## src/rtl/draw_scheduler.sv

```systemverilog
// Round-robin arbiter sharing one VGA plot port among NUM_REQ pixel-drawing engines.
// Each grant clears the engine, enables it until done or watchdog timeout, then pulses ack.
module draw_scheduler #(
   parameter int unsigned NUM_REQ    = 4,
   parameter int unsigned MAX_CYCLES = 1100,
   parameter int unsigned GW         = 2
) (
   input  logic                 clk,
   input  logic                 reset,
   input  logic [NUM_REQ-1:0]   req,
   output logic [NUM_REQ-1:0]   ack,
   output logic                 err,
   output logic [NUM_REQ-1:0]   eng_clear,
   output logic [NUM_REQ-1:0]   eng_enable,
   input  logic [NUM_REQ-1:0]   eng_done,
   input  logic [NUM_REQ*9-1:0] eng_x,
   input  logic [NUM_REQ*8-1:0] eng_y,
   input  logic [NUM_REQ*3-1:0] eng_colour,
   output logic [8:0]           vga_x,
   output logic [7:0]           vga_y,
   output logic [2:0]           vga_colour,
   output logic                 vga_plot,
   output logic                 busy,
   output logic [GW-1:0]        grant_id
);

   localparam int unsigned WdW = $clog2(MAX_CYCLES + 1);
   localparam logic [WdW-1:0] WdLast = WdW'(MAX_CYCLES - 1);

   typedef enum logic [1:0] {StIdle, StClear, StDraw, StFinish} state_e;

   state_e         state_q;
   logic [GW-1:0]  last_grant_q;
   logic [WdW-1:0] watchdog_q;
   logic           abort_q;

   logic [GW-1:0]  next_grant;
   logic           next_valid;
   logic [GW-1:0]  cand;
   logic [8:0]     sel_x;
   logic [7:0]     sel_y;
   logic [2:0]     sel_colour;
   logic           sel_done;

   // Search starts just after the last grant and wraps, giving rotating priority.
   always_comb begin
      next_grant = last_grant_q;
      next_valid = 1'b0;
      cand       = last_grant_q;
      for (int unsigned i = 0; i < NUM_REQ; i++) begin
         cand = (cand == GW'(NUM_REQ - 1)) ? '0 : cand + GW'(1);
         if (!next_valid && req[cand]) begin
            next_grant = cand;
            next_valid = 1'b1;
         end
      end
   end

   always_comb begin
      sel_x      = '0;
      sel_y      = '0;
      sel_colour = '0;
      sel_done   = 1'b0;
      for (int unsigned i = 0; i < NUM_REQ; i++) begin
         if (grant_id == GW'(i)) begin
            sel_x      = eng_x[9*i +: 9];
            sel_y      = eng_y[8*i +: 8];
            sel_colour = eng_colour[3*i +: 3];
            sel_done   = eng_done[i];
         end
      end
   end

   always_comb begin
      eng_clear  = '0;
      eng_enable = '0;
      ack        = '0;
      for (int unsigned i = 0; i < NUM_REQ; i++) begin
         if (grant_id == GW'(i)) begin
            eng_clear[i]  = (state_q == StClear);
            eng_enable[i] = (state_q == StDraw);
            ack[i]        = (state_q == StFinish);
         end
      end
      err = (state_q == StFinish) && abort_q;
   end

   always_ff @(posedge clk or posedge reset) begin
      if (reset) begin
         state_q      <= StIdle;
         grant_id     <= '0;
         last_grant_q <= GW'(NUM_REQ - 1);
         watchdog_q   <= '0;
         abort_q      <= 1'b0;
         vga_x        <= '0;
         vga_y        <= '0;
         vga_colour   <= '0;
         vga_plot     <= 1'b0;
         busy         <= 1'b0;
      end else begin
         vga_plot <= 1'b0;
         case (state_q)
            StIdle: begin
               if (next_valid) begin
                  grant_id <= next_grant;
                  busy     <= 1'b1;
                  state_q  <= StClear;
               end
            end
            StClear: begin
               watchdog_q <= '0;
               state_q    <= StDraw;
            end
            StDraw: begin
               watchdog_q <= watchdog_q + WdW'(1);
               vga_plot   <= ~sel_done;
               // Coordinates only follow the engine while it is still plotting.
               if (!sel_done) begin
                  vga_x      <= sel_x;
                  vga_y      <= sel_y;
                  vga_colour <= sel_colour;
               end
               if (sel_done) begin
                  abort_q <= 1'b0;
                  state_q <= StFinish;
               end else if (watchdog_q == WdLast) begin
                  abort_q <= 1'b1;
                  state_q <= StFinish;
               end
            end
            StFinish: begin
               last_grant_q <= grant_id;
               busy         <= 1'b0;
               state_q      <= StIdle;
            end
            default: state_q <= StIdle;
         endcase
      end
   end

endmodule

```

## config.mk

```make
export PLATFORM = sky130hd
export DESIGN_NAME = draw_scheduler
export DESIGN_NICKNAME = d
export VERILOG_FILES = /design/src/rtl/draw_scheduler.sv
export SDC_FILE = /design/constraint.sdc
export NUM_CORES = 1
export LEC_CHECK = 0
export BUFFER_PORTS_ARGS = -buffer_cell sky130_fd_sc_hd__buf_2
export CAP_MARGIN = 25
export CORE_UTILIZATION = 47
export DETAILED_ROUTE_END_ITERATION = 8
export GPL_TIMING_DRIVEN = 0
export PLACE_DENSITY = 0.93
export SETUP_SLACK_MARGIN = 0.15
export SLEW_MARGIN = 15
export SYNTH_ARGS = -nofsm -noshare
export SYNTH_HDL_FRONTEND = slang
export SYNTH_SLANG_ARGS = --single-unit
```

## constraint.sdc

```tcl
create_clock -name clk -period 2.7 [get_ports clk]
set_input_delay 0.54 -clock clk [delete_from_list [all_inputs] [get_ports clk]]
set_output_delay 0.54 -clock clk [all_outputs]
set_load 0.05 [all_outputs]
```

Word level (Yosys, flattened, before mapping)

Index checks and enable logic that the tools add are counted.
W data, S select, Z words.

Add/sub/neg operators: 5
Magnitude comparators: 4
Equality and inequality tests: 13
Muxes and demuxes: 58
Bitwise logic cells: 1
Reduce and logical (&&, ||, !) cells: 17

Operators with widths:

| kind                    | count |
|---|---|
| $mux W9                 | 4 |
| $mux W8                 | 4 |
| $mux W1                 | 28 |
| $mux W2                 | 11 |
| $pmux W11 S2            | 1 |
| $eq A2 B2 Y1 const B    | 8 |
| $lt A2 B3 Y1 const B    | 4 |
| $mux W3                 | 4 |
| $add A11 B1 Y11 const B | 1 |
| $eq A11 B11 Y1 const B  | 1 |
| $reduce_and A2 Y1       | 5 |
| $add A2 B1 Y2 const B   | 4 |
| $bmux W1 S2             | 4 |
| $pmux W2 S4             | 1 |
| $reduce_bool A2 Y1      | 3 |
| $eq A2 B1 Y1 const B    | 2 |
| $logic_and A1 B1 Y1     | 4 |
| $logic_not A2 Y1        | 2 |
| $logic_not A1 Y1        | 3 |
| $ne A3 B2 Y1 const B    | 1 |
| $ne A2 B2 Y1 const B    | 1 |
| $pmux W1 S2             | 1 |
| $not A1 Y1              | 1 |

Register bits: 40
Logic and storage cells: 108

Depth between registers and ports, before layout

Gate-level depths: netlist of run 1.

Depth after elaboration: 16
Gate-level depth with buffers: 7
Depth with buffers taken out: 6

Least setup slack after synthesis of run 1

No wires, ideal clock.

Path type: reg2out
From: reg grant_id[0]
To: out eng_enable[0]
Arrival time: 2267 ps
Data required time: 2160 ps
Slack: -107 ps
Stages on the path, launching flop included: 5
Path buffers: 3
Path through: dfrtp_1 > buf_6 > buf_2 > clkbuf_1 > nor3_1

Longest elaborated chain between the ends: 2

RTL lines:

| what                     | line | text |
|---|---|---|
| start: declaration       | 24   | `output logic [GW-1:0] grant_id` |
| start signal: assignment | 105  | `grant_id <= next_grant;` |
| $logic_not A2 Y1         | 79   | `if (grant_id == GW'(i)) begin` |
| $mux W1                  | 79   |  |
| end: declaration         | 14   | `output logic [NUM_REQ-1:0] eng_enable,` |

Every way passes these cells.

Final worst setup path of run 1

From: reg grant_id[0]
To: out eng_clear[3]

Longest elaborated chain between the ends: 2

RTL lines:

| what             | line | text |
|---|---|---|
| $eq A2 B2 Y1     | 79   |  |
| $mux W1          | 79   |  |
| end: declaration | 13   | `output logic [NUM_REQ-1:0] eng_clear,` |

Every way passes these cells.

==> results of run 1 <==
-- per-layer routing --
metal	up-vias	track usage	wire length, microns
met4	0	0.05385	62
li1	1054	-	-
met3	7	0.04167	344
met1	1085	0.2932	2768
met5	-	0	0
met2	84	0.4170	3397
-- critical path, stage by stage, from the launching register on --
cell and delay, ns:
dfrtp_1 0.36, buf_6 0.13, buf_2 0.28, clkbuf_2 0.30, and3_1 0.19, buf_2 0.26
-- flip-flops by register name, summed over array words and instances, names as in the netlist --
| name | count |
|---|---|
| state_q | 2 |
| grant_id | 2 |
| busy | 1 |
| vga_x | 9 |
| vga_y | 8 |
| watchdog_q | 11 |
| last_grant_q | 2 |
| vga_plot | 1 |
| vga_colour | 3 |
| abort_q | 1 |
-- worst min-delay path by stage --
stage	endpoint	slack [ns]
final	vga_y[5]$_DFFE_PP0P_	0.1
after global routing	vga_y[4]$_DFFE_PP0P_	0.09
after CTS	vga_y[5]$_DFFE_PP0P_	0.09
after detailed placement	vga_y[5]$_DFFE_PP0P_	0.41
after global placement	vga_x[1]$_DFFE_PP0P_	0.47
after floorplan	last_grant_q[1]$_DFFE_PP1P_	0.46
-- through the flow --
step | util | setup slack, ns | power [mW]
3_5_place_dp | 0.6412 | 0.3374 | 3.784
2_1_floorplan | - | 0.2437 | 3.193
4_1_cts | 0.6627 | 0.1578 | 4.273
3_3_place_gp | 0.6374 | 0.3631 | 3.702
5_1_grt | 0.6624 | 0.2033 | 4.495
6_report | 0.6624 | 0.3477 | 4.263
-- final cells by class --
type | count | area [sq um]
buffer | 16 | 88.84
clock buffer | 5 | 68.82
clock inverter | 3 | 42.54
fill | 407 | 1768
inverter | 9 | 33.78
multi-input combinational | 150 | 1514
sequential | 40 | 1003
tap | 70 | 87.58
timing repair buffer | 123 | 630.6
-- power groups by stage --
stage / Combinational (mW) / Sequential (mW) / Clock [mW]
floorplan: 1.57 / 1.63 / 0
global placement: 2.71 / 0.987 / 0
detailed placement: 2.78 / 1.01 / 0
CTS: 2.79 / 0.995 / 0.492
global route: 2.95 / 1.03 / 0.515
finish: 2.78 / 0.997 / 0.487
-- cell usage in the layout (no fill, tap or decap), drive strengths merged, types with 7 or more instances in the layout --
cell,instances
nor2,16
buf,130
mux2,23
dfrtp,38
ha,7
clkbuf,14
o21ai,11
inv,9
nand2,8
mux4,21
-- logic make-up (layout without fill, tap and decap cells) --
logic type | after synthesis | count (layout)
buffers and inverters | 26 | 156
and+or+nand+nor | 63 | 63
xor gates and xnor gates | 8 | 8
DFF | 40 | 40
AOI/OAI and AO/OA | 26 | 26
adders and majority gates | 7 | 7
muxes | 46 | 46
-- timing repair --
action,CTS,global route
endpoints found under the hold margin,0,0
resized for setup,1,4
endpoints found under the setup margin,11,11
==> results.json, run 1 <==
{
  "end_kind": "output pin",
  "finalCriticalPeriod_ns": 2.352,
  "p_int_mw": 2.208,
  "synth_top_family_by_area": "multiplexers",
  "dp_hpwl_microns": 5236,
  "syn-instance-count": 216,
  "synth_ff_type": "dfrtp_1",
  "p_leak_nw": 1.773,
  "crit_end": "eng_clear[3]",
  "synth_compound_area_frac": 0.06000,
  "syn_area_per_cell_sq_um": 12.16,
  "numPortBuffers": 122,
  "reg2reg_depth": 6,
  "drtIter0Drc": 81,
  "final_layout_size_suffix_gt1_frac": 0.5491,
  "routabilityCongestion": 0.7776,
  "cp.arrival_ns": 1.81,
  "viasPerCell": 5.361,
  "outcome": "complete, no violations",
  "min_path_type": "input port to asynchronous set/reset pin",
  "peakVddDrop_mv": 0.6540,
  "place_area_sq_mm": 0.003358,
  "yosys.area_share.simple": 0.1381,
  "cts_setup_buffers": 0,
  "drv_slew": 0,
  "max_slew_margin": 0.5965,
  "drcViolationCount": 0,
  "antenna_found_initial": 0,
  "hold_viol": 0,
  "period_share": 0.8712,
  "grt-ovfl-total": 0,
  "fin_tns_setup_ns": 0,
  "vias": 2230,
  "p_comb_frac": 0.652,
  "cts_tree": "done",
  "rr_endpoint": "grant_id[0]$_DFFE_PP0P_",
  "wire_per_inst_microns": 15.80,
  "boundaryPins": 127,
  "finalSetupViolCount": 0,
  "cts_hold_buf": 0,
  "grt_pass1_wl_microns": 10850,
  "post-synth-top-count-cell": "dfrtp_1",
  "num_rows": 26,
  "fin_area_sq_mm": 0.003470,
  "p_seq_frac": 0.234,
  "startpoint": "grant_id[0]$_DFFE_PP0P_",
  "clk_latency_ns": 0.29,
  "grt_max_degree": 39,
  "yosysTopAreaCell": "dfrtp_1",
  "synth.area.top_cells": "dfrtp_1 36%, mux4_2 18%, mux2_4 11%, ha_1 3.3%, nor2_1 2.3%",
  "clock_path_buffers": 2,
  "yosys.area_share.adder": 0.03333,
  "synth_top_area_share": 0.3619,
  "rr_startpoint": "last_grant_q[0]$_DFFE_PP1P_",
  "r2r_setup_slack_ns": 0.62,
  "timing.fmax_mhz": 425.1,
  "path_clk_slew_ns": 0.08,
  "critical_path_class": "flop to output pin",
  "dr.pass1.iters": 4,
  "cts.sinks": 40,
  "diodes": 0,
  "htreeDepth": 2,
  "start_util": 0.5017,
  "die_width_microns": 76.77,
  "core_region_area_sq_mm": 0.005238,
  "ant_nets": 0,
  "stdcell_count": 416,
  "die-height_microns": 76.77,
  "synth_cell_types": 44,
  "yosysSeqAreaShare": 0.3819,
  "switchingPower_mw": 2.054,
  "grt_pass1_vias": 2293,
  "fin_worst_hold_slack_ns": 0.09569,
  "die_area_sq_mm": 0.005894,
  "tightestPinTransition_ns": 0.6052,
  "synth_mux_area_frac": 0.3133,
  "swShare": 0.4820,
  "drv_cap": 0,
  "clkPwrFrac": 0.114,
  "grt.total_usage": 0.2339,
  "synth_edf_count": 0,
  "rsz0062_at_grt": "no",
  "routed_wl_microns": 6572,
  "root_buffer": "clkbuf_8",
  "fin_worst_skew_ns": 0.007098,
  "cp_data_required_time_ns": 2.16,
  "nets": 442,
  "synth_nets": 313,
  "synth_commonest_cells": "38 x dfrtp_1, 21 x mux4_2, 19 x mux2_4",
  "cts_made_buffers": 5,
  "synthToLayoutAreaGrowth_pct": 32.05,
  "synthArstFlopShare": 1.000,
  "ys_seq_elements": 40,
  "synth_warnings": 0,
  "p_per_area_mw_per_mm2": 1229,
  "dp.cells": 409,
  "synthXorXnorAreaFrac": 0.02667,
  "path_max_fanout": 10,
  "syn_area_sq_mm": 0.002628,
  "crit_path_start_kind": "flop"
}
(Power assumes the default switching activity.)
==> run 2, diff against run 1 <==
ABC_CLOCK_PERIOD_IN_PS = 2700   (was unset)
CORE_ASPECT_RATIO = 0.8   (was unset)
==> results.json, run 2 (synthesis gave the netlist of run 1 again) <==
{
  "outcome": "complete, no violations",
  "routabilityCongestion": 0.8157,
  "cts_setup_buffers": 0,
  "core_region_area_sq_mm": 0.005180,
  "dp_hpwl_microns": 6281,
  "finalSetupViolCount": 0,
  "crit_path_top_delay_cell": "dfrtp_1",
  "path_cells": "inv_1 -> ha_1 -> clkbuf_2 -> inv_1 -> nor3_2 -> buf_2",
  "clock_path_buffers": 2,
  "root_buffer": "clkbuf_8",
  "end_kind": "output pin",
  "cts.sinks": 40,
  "mostFrequentLayoutCell": "buf_2",
  "cp.arrival_ns": 1.84,
  "max_slew_margin": 0.6019,
  "peakVddDrop_mv": 0.5060,
  "die-height_microns": 68.88,
  "grt-ovfl-total": 0,
  "diodes": 0,
  "rsz0062_at_grt": "no",
  "start_util": 0.5072,
  "path_max_fanout": 10,
  "num_rows": 23,
  "fin_worst_skew_ns": 0.005818,
  "period_share": 0.8807,
  "met1_usage": 0.3297,
  "fin_worst_hold_slack_ns": 0.1733,
  "path_clk_slew_ns": 0.08,
  "min_path_type": "input port to asynchronous set/reset pin",
  "critical_path_class": "flop to output pin",
  "grt_util_met2": 0.5160,
  "routed_wl_microns": 8370,
  "cts_hold_buf": 0,
  "p_per_area_mw_per_mm2": 1249,
  "numPortBuffers": 122,
  "slowest_delay_ns": 0.40,
  "clk_latency_ns": 0.30,
  "htreeDepth": 2,
  "vias": 2410,
  "fillers": 365,
  "cp_data_required_time_ns": 2.16,
  "antenna_found_initial": 0,
  "final_layout_size_suffix_gt1_frac": 0.5420,
  "cts_tree": "done",
  "hold_viol": 0,
  "gr-max-usage-layer": "met2",
  "boundaryPins": 127,
  "dr.pass1.iters": 4,
  "grt_pass1_wl_microns": 12530,
  "final_cell_mix": "125 x buf_2, 38 x dfrtp_1, 21 x mux4_2, 19 x mux2_4, 13 x nor2_1",
  "largest_register_ff_count": 11,
  "drtIter0Drc": 184,
  "r2r_setup_slack_ns": 0.55,
  "wire_per_inst_microns": 20.57,
  "grt_pass1_vias": 2455,
  "grt_use_met3": 0.08214,
  "timing.fmax_mhz": 420.6,
  "crit_path_start_kind": "flop",
  "die_area_sq_mm": 0.005895,
  "drcViolationCount": 0,
  "tightestPinTransition_ns": 0.5971,
  "synthToLayoutAreaGrowth_pct": 30.67,
  "nets": 441,
  "drv_cap": 0,
  "ant_nets": 0,
  "cts_made_buffers": 5,
  "drv_slew": 0,
  "largest-register": "watchdog_q",
  "grt.total_usage": 0.2897,
  "finalCriticalPeriod_ns": 2.378,
  "reg_top3": "watchdog_q x11, vga_x x9, vga_y x8",
  "fin_tns_setup_ns": 0,
  "p_leak_nw": 1.760,
  "grt_max_degree": 29,
  "cpMostUsedCell": "inv_1",
  "die_width_microns": 85.60,
  "viasPerCell": 5.921
}
## run 2: changes by cell type in the layout (fill, tap and decap cells not counted)
cell        previous run  this run
clkbuf_1               7         9
bufinv_16              1         0
clkbuf_8               5         6
clkinv_2               1         0
clkbuf_2               2         1
clkinvlp_4             1         0
## run 2: final timing paths
check	end	start	cells after the start
worst max-delay path	eng_enable[0]	state_q[0]$_DFFE_PP0P_	6
worst min-delay path	watchdog_q[0]$_DFFE_PP0P_	reset	2
worst max register to register	grant_id[0]$_DFFE_PP0P_	last_grant_q[0]$_DFFE_PP1P_	6
worst min register to register	last_grant_q[1]$_DFFE_PP1P_	last_grant_q[1]$_DFFE_PP1P_	2
max in group asynchronous	vga_y[3]$_DFFE_PP0P_	reset	3
min in group clk	last_grant_q[1]$_DFFE_PP1P_	last_grant_q[1]$_DFFE_PP1P_	2
## run 2: critical path, delay by kind of cell, from the launching register on
kind          cells  cell delay, ns
fa+ha+maj         1            0.26
simple gates      1            0.11
buf+inv           4            0.75
flops             1            0.40
## run 2: metrics by stage
stage | power, mW | worst slack (ns) | util | std cells | cell area, sq um
after floorplan | 3.193 | 0.2437 | - | 216 | 2640
after detailed placement | 3.830 | 0.2680 | 0.6464 | 401 | 3348
final | 4.288 | 0.3222 | 0.6628 | 407 | 3433
after CTS | 4.282 | 0.1626 | 0.6643 | 409 | 3441
after global routing | 4.471 | 0.2124 | 0.6628 | 407 | 3433
after global placement | 3.726 | 0.3200 | 0.6425 | 400 | 3328
## run 2: final cells by class
type | instances | area (sq um) | area share
buffer | 15 | 83.83 | 0.02442
clock buffer | 8 | 90.09 | 0.02624
inverter | 9 | 33.78 | 0.009840
multi-input combinational | 150 | 1514 | 0.4410
sequential | 40 | 1003 | 0.2923
tap | 62 | 77.57 | 0.02259
timing repair buffer | 123 | 630.6 | 0.1837
## run 2: what timing repair did
item,CTS,global route
resized for setup,2,3
endpoints found under the setup margin,11,12
cloned,0,0
## run 2: metal layers
layer	part of all wire	wire, microns	up-vias
met5	0	0	-
met4	0.036	301	0
met3	0.086	721	24
met2	0.50	4209	147
met1	0.37	3137	1185
li1	-	-	1054
## run 2: where the power goes
part	internal, mW	total, mW	switching (mW)
clock network	0.208	0.418	0.210
registers	0.845	1.02	0.170
logic	1.09	2.85	1.77
total	2.14	4.29	2.15
==> run 3, diff against run 2 <==
CAP_MARGIN = 30   (was 25)
CORE_UTILIZATION = 40   (was 47)
PLACE_DENSITY = 0.83   (was 0.93)
==> results.json, run 3 (synthesis gave the netlist of run 1 again) <==
{
  "htreeDepth": 2,
  "fin_worst_skew_ns": 0.01012,
  "path_clk_slew_ns": 0.09,
  "largest_register_ff_count": 11,
  "fin_tns_setup_ns": 0,
  "mostFrequentLayoutCell": "buf_2",
  "grt_util_met2": 0.3292,
  "cp_data_required_time_ns": 2.16,
  "num_rows": 26,
  "reg2reg_depth": 6,
  "grt-ovfl-total": 0,
  "diodes": 0,
  "period_share": 0.8880,
  "met1_usage": 0.2385,
  "fin_area_sq_mm": 0.003495,
  "dr.pass1.iters": 4,
  "dp.cells": 423,
  "fin_ws_ns": 0.3023,
  "drv_cap": 0,
  "reg_top3": "watchdog_q x11, vga_x x9, vga_y x8",
  "p_leak_nw": 1.777,
  "r2r_setup_slack_ns": 0.56,
  "final_cell_mix": "124 x buf_2, 38 x dfrtp_1, 21 x mux4_2, 19 x mux2_4, 13 x nor2_1",
  "rr_startpoint": "last_grant_q[0]$_DFFE_PP1P_",
  "post-place-ws_ns": 0.2469,
  "largest-register": "watchdog_q",
  "die_area_sq_mm": 0.006899,
  "die-height_microns": 74.49,
  "grt_pass1_vias": 2174,
  "timing.fmax_mhz": 417.1,
  "finalCriticalPeriod_ns": 2.398,
  "cts_hold_buf": 0,
  "max_slew_margin": 0.5537,
  "routed_wl_microns": 6447,
  "core_region_area_sq_mm": 0.006376,
  "dp_hpwl_microns": 5027,
  "drcViolationCount": 0,
  "vias": 2220,
  "stdcell_count": 429,
  "rr_endpoint": "grant_id[0]$_DFFE_PP0P_",
  "critical_path_class": "flop to output pin",
  "grt_max_degree": 23,
  "gr-max-usage-layer": "met2",
  "rsz0062_at_grt": "no",
  "routabilityCongestion": 0.8084,
  "place_area_sq_mm": 0.003383,
  "die_width_microns": 92.62,
  "start_util": 0.4121,
  "grt_pass1_wl_microns": 9977,
  "clk_latency_ns": 0.30,
  "nets": 441,
  "grt_use_met3": 0.03681,
  "drtIter0Drc": 61,
  "synthToLayoutAreaGrowth_pct": 33.00,
  "grt.total_usage": 0.1863,
  "power_mw": 4.268,
  "antenna_found_initial": 0,
  "tightestPinTransition_ns": 0.6694,
  "cts_made_buffers": 5,
  "min_path_type": "input port to asynchronous set/reset pin",
  "boundaryPins": 127,
  "drv_slew": 0,
  "cts.sinks": 40,
  "cts_tree": "done",
  "end_kind": "output pin",
  "clock_path_buffers": 2,
  "peakVddDrop_mv": 0.5220,
  "final_layout_size_suffix_gt1_frac": 0.5478,
  "viasPerCell": 5.175,
  "path_max_fanout": 10,
  "cts_setup_buffers": 0,
  "cp.arrival_ns": 1.86,
  "p_per_area_mw_per_mm2": 1221,
  "crit_path_start_kind": "flop",
  "root_buffer": "clkbuf_8",
  "ant_nets": 0,
  "wire_per_inst_microns": 15.03,
  "finalSetupViolCount": 0,
  "outcome": "complete, no violations",
  "hold_viol": 0,
  "numPortBuffers": 122
}
run 3: cell count changes in the layout (fill, tap and decap cells not counted), sizes merged:
cell and change:
buf -1, bufinv +1, clkbuf -2, clkinv +2
run 3: repair_timing:
action | in CTS | in global routing
setup endpoints to repair | 12 | 6
endpoints found under the hold margin | 0 | 0
gates resized for setup | 2 | 2
run 3: area by class of cell:
cell class | count | area, sq um
Timing Repair Buffer | 123 | 638.1
Fill cell | 560 | 2882
Clock buffer | 5 | 68.82
Inverter | 9 | 33.78
Buffer | 15 | 83.83
Clock inverter | 3 | 47.55
Sequential cell | 40 | 1003
Multi-Input combinational cell | 150 | 1514
Tap cell | 84 | 105.1
run 3: worst max-delay path, cell delays in order, from the launching register on:
cell      delay [ns]
dfrtp_1         0.42
inv_1           0.14
ha_1            0.26
clkbuf_2        0.25
inv_1           0.10
nor3_2          0.11
buf_2           0.28
run 3: worst max-delay path by stage:
stage | from | to | slack, ns | cells after the start
2_1_floorplan | grant_id[0]$_DFFE_PP0P_ | eng_clear[3] | 0.24 | 4
3_3_place_gp | grant_id[1]$_DFFE_PP0P_ | eng_enable[1] | 0.28 | 5
3_5_place_dp | grant_id[1]$_DFFE_PP0P_ | eng_enable[1] | 0.25 | 5
4_1_cts | state_q[0]$_DFFE_PP0P_ | eng_enable[0] | 0.16 | 6
5_1_grt | state_q[0]$_DFFE_PP0P_ | eng_enable[0] | 0.20 | 6
6_report | state_q[0]$_DFFE_PP0P_ | eng_enable[0] | 0.30 | 6
run 3: power by group:
part           total [mW]  internal [mW]  switching, mW
Clock               0.503          0.278          0.225
Combinational        2.77           1.09           1.69
Sequential          0.991          0.844          0.148
Total                4.27           2.21           2.06
run 3: stage by stage:
stage | util | hold WS (ns)
final | 0.5481 | 0.2277
after global routing | 0.5481 | 0.2499
after CTS | 0.5487 | 0.2337
after floorplan | - | 0.4648
after global placement | 0.5263 | 0.4702
after detailed placement | 0.5306 | 0.4835
run 3: routing by layer:
metal	vias to the layer above	wire length, microns
li1	1055	-
met1	1072	2795
met2	88	3139
met3	5	454
met4	0	58
met5	-	0
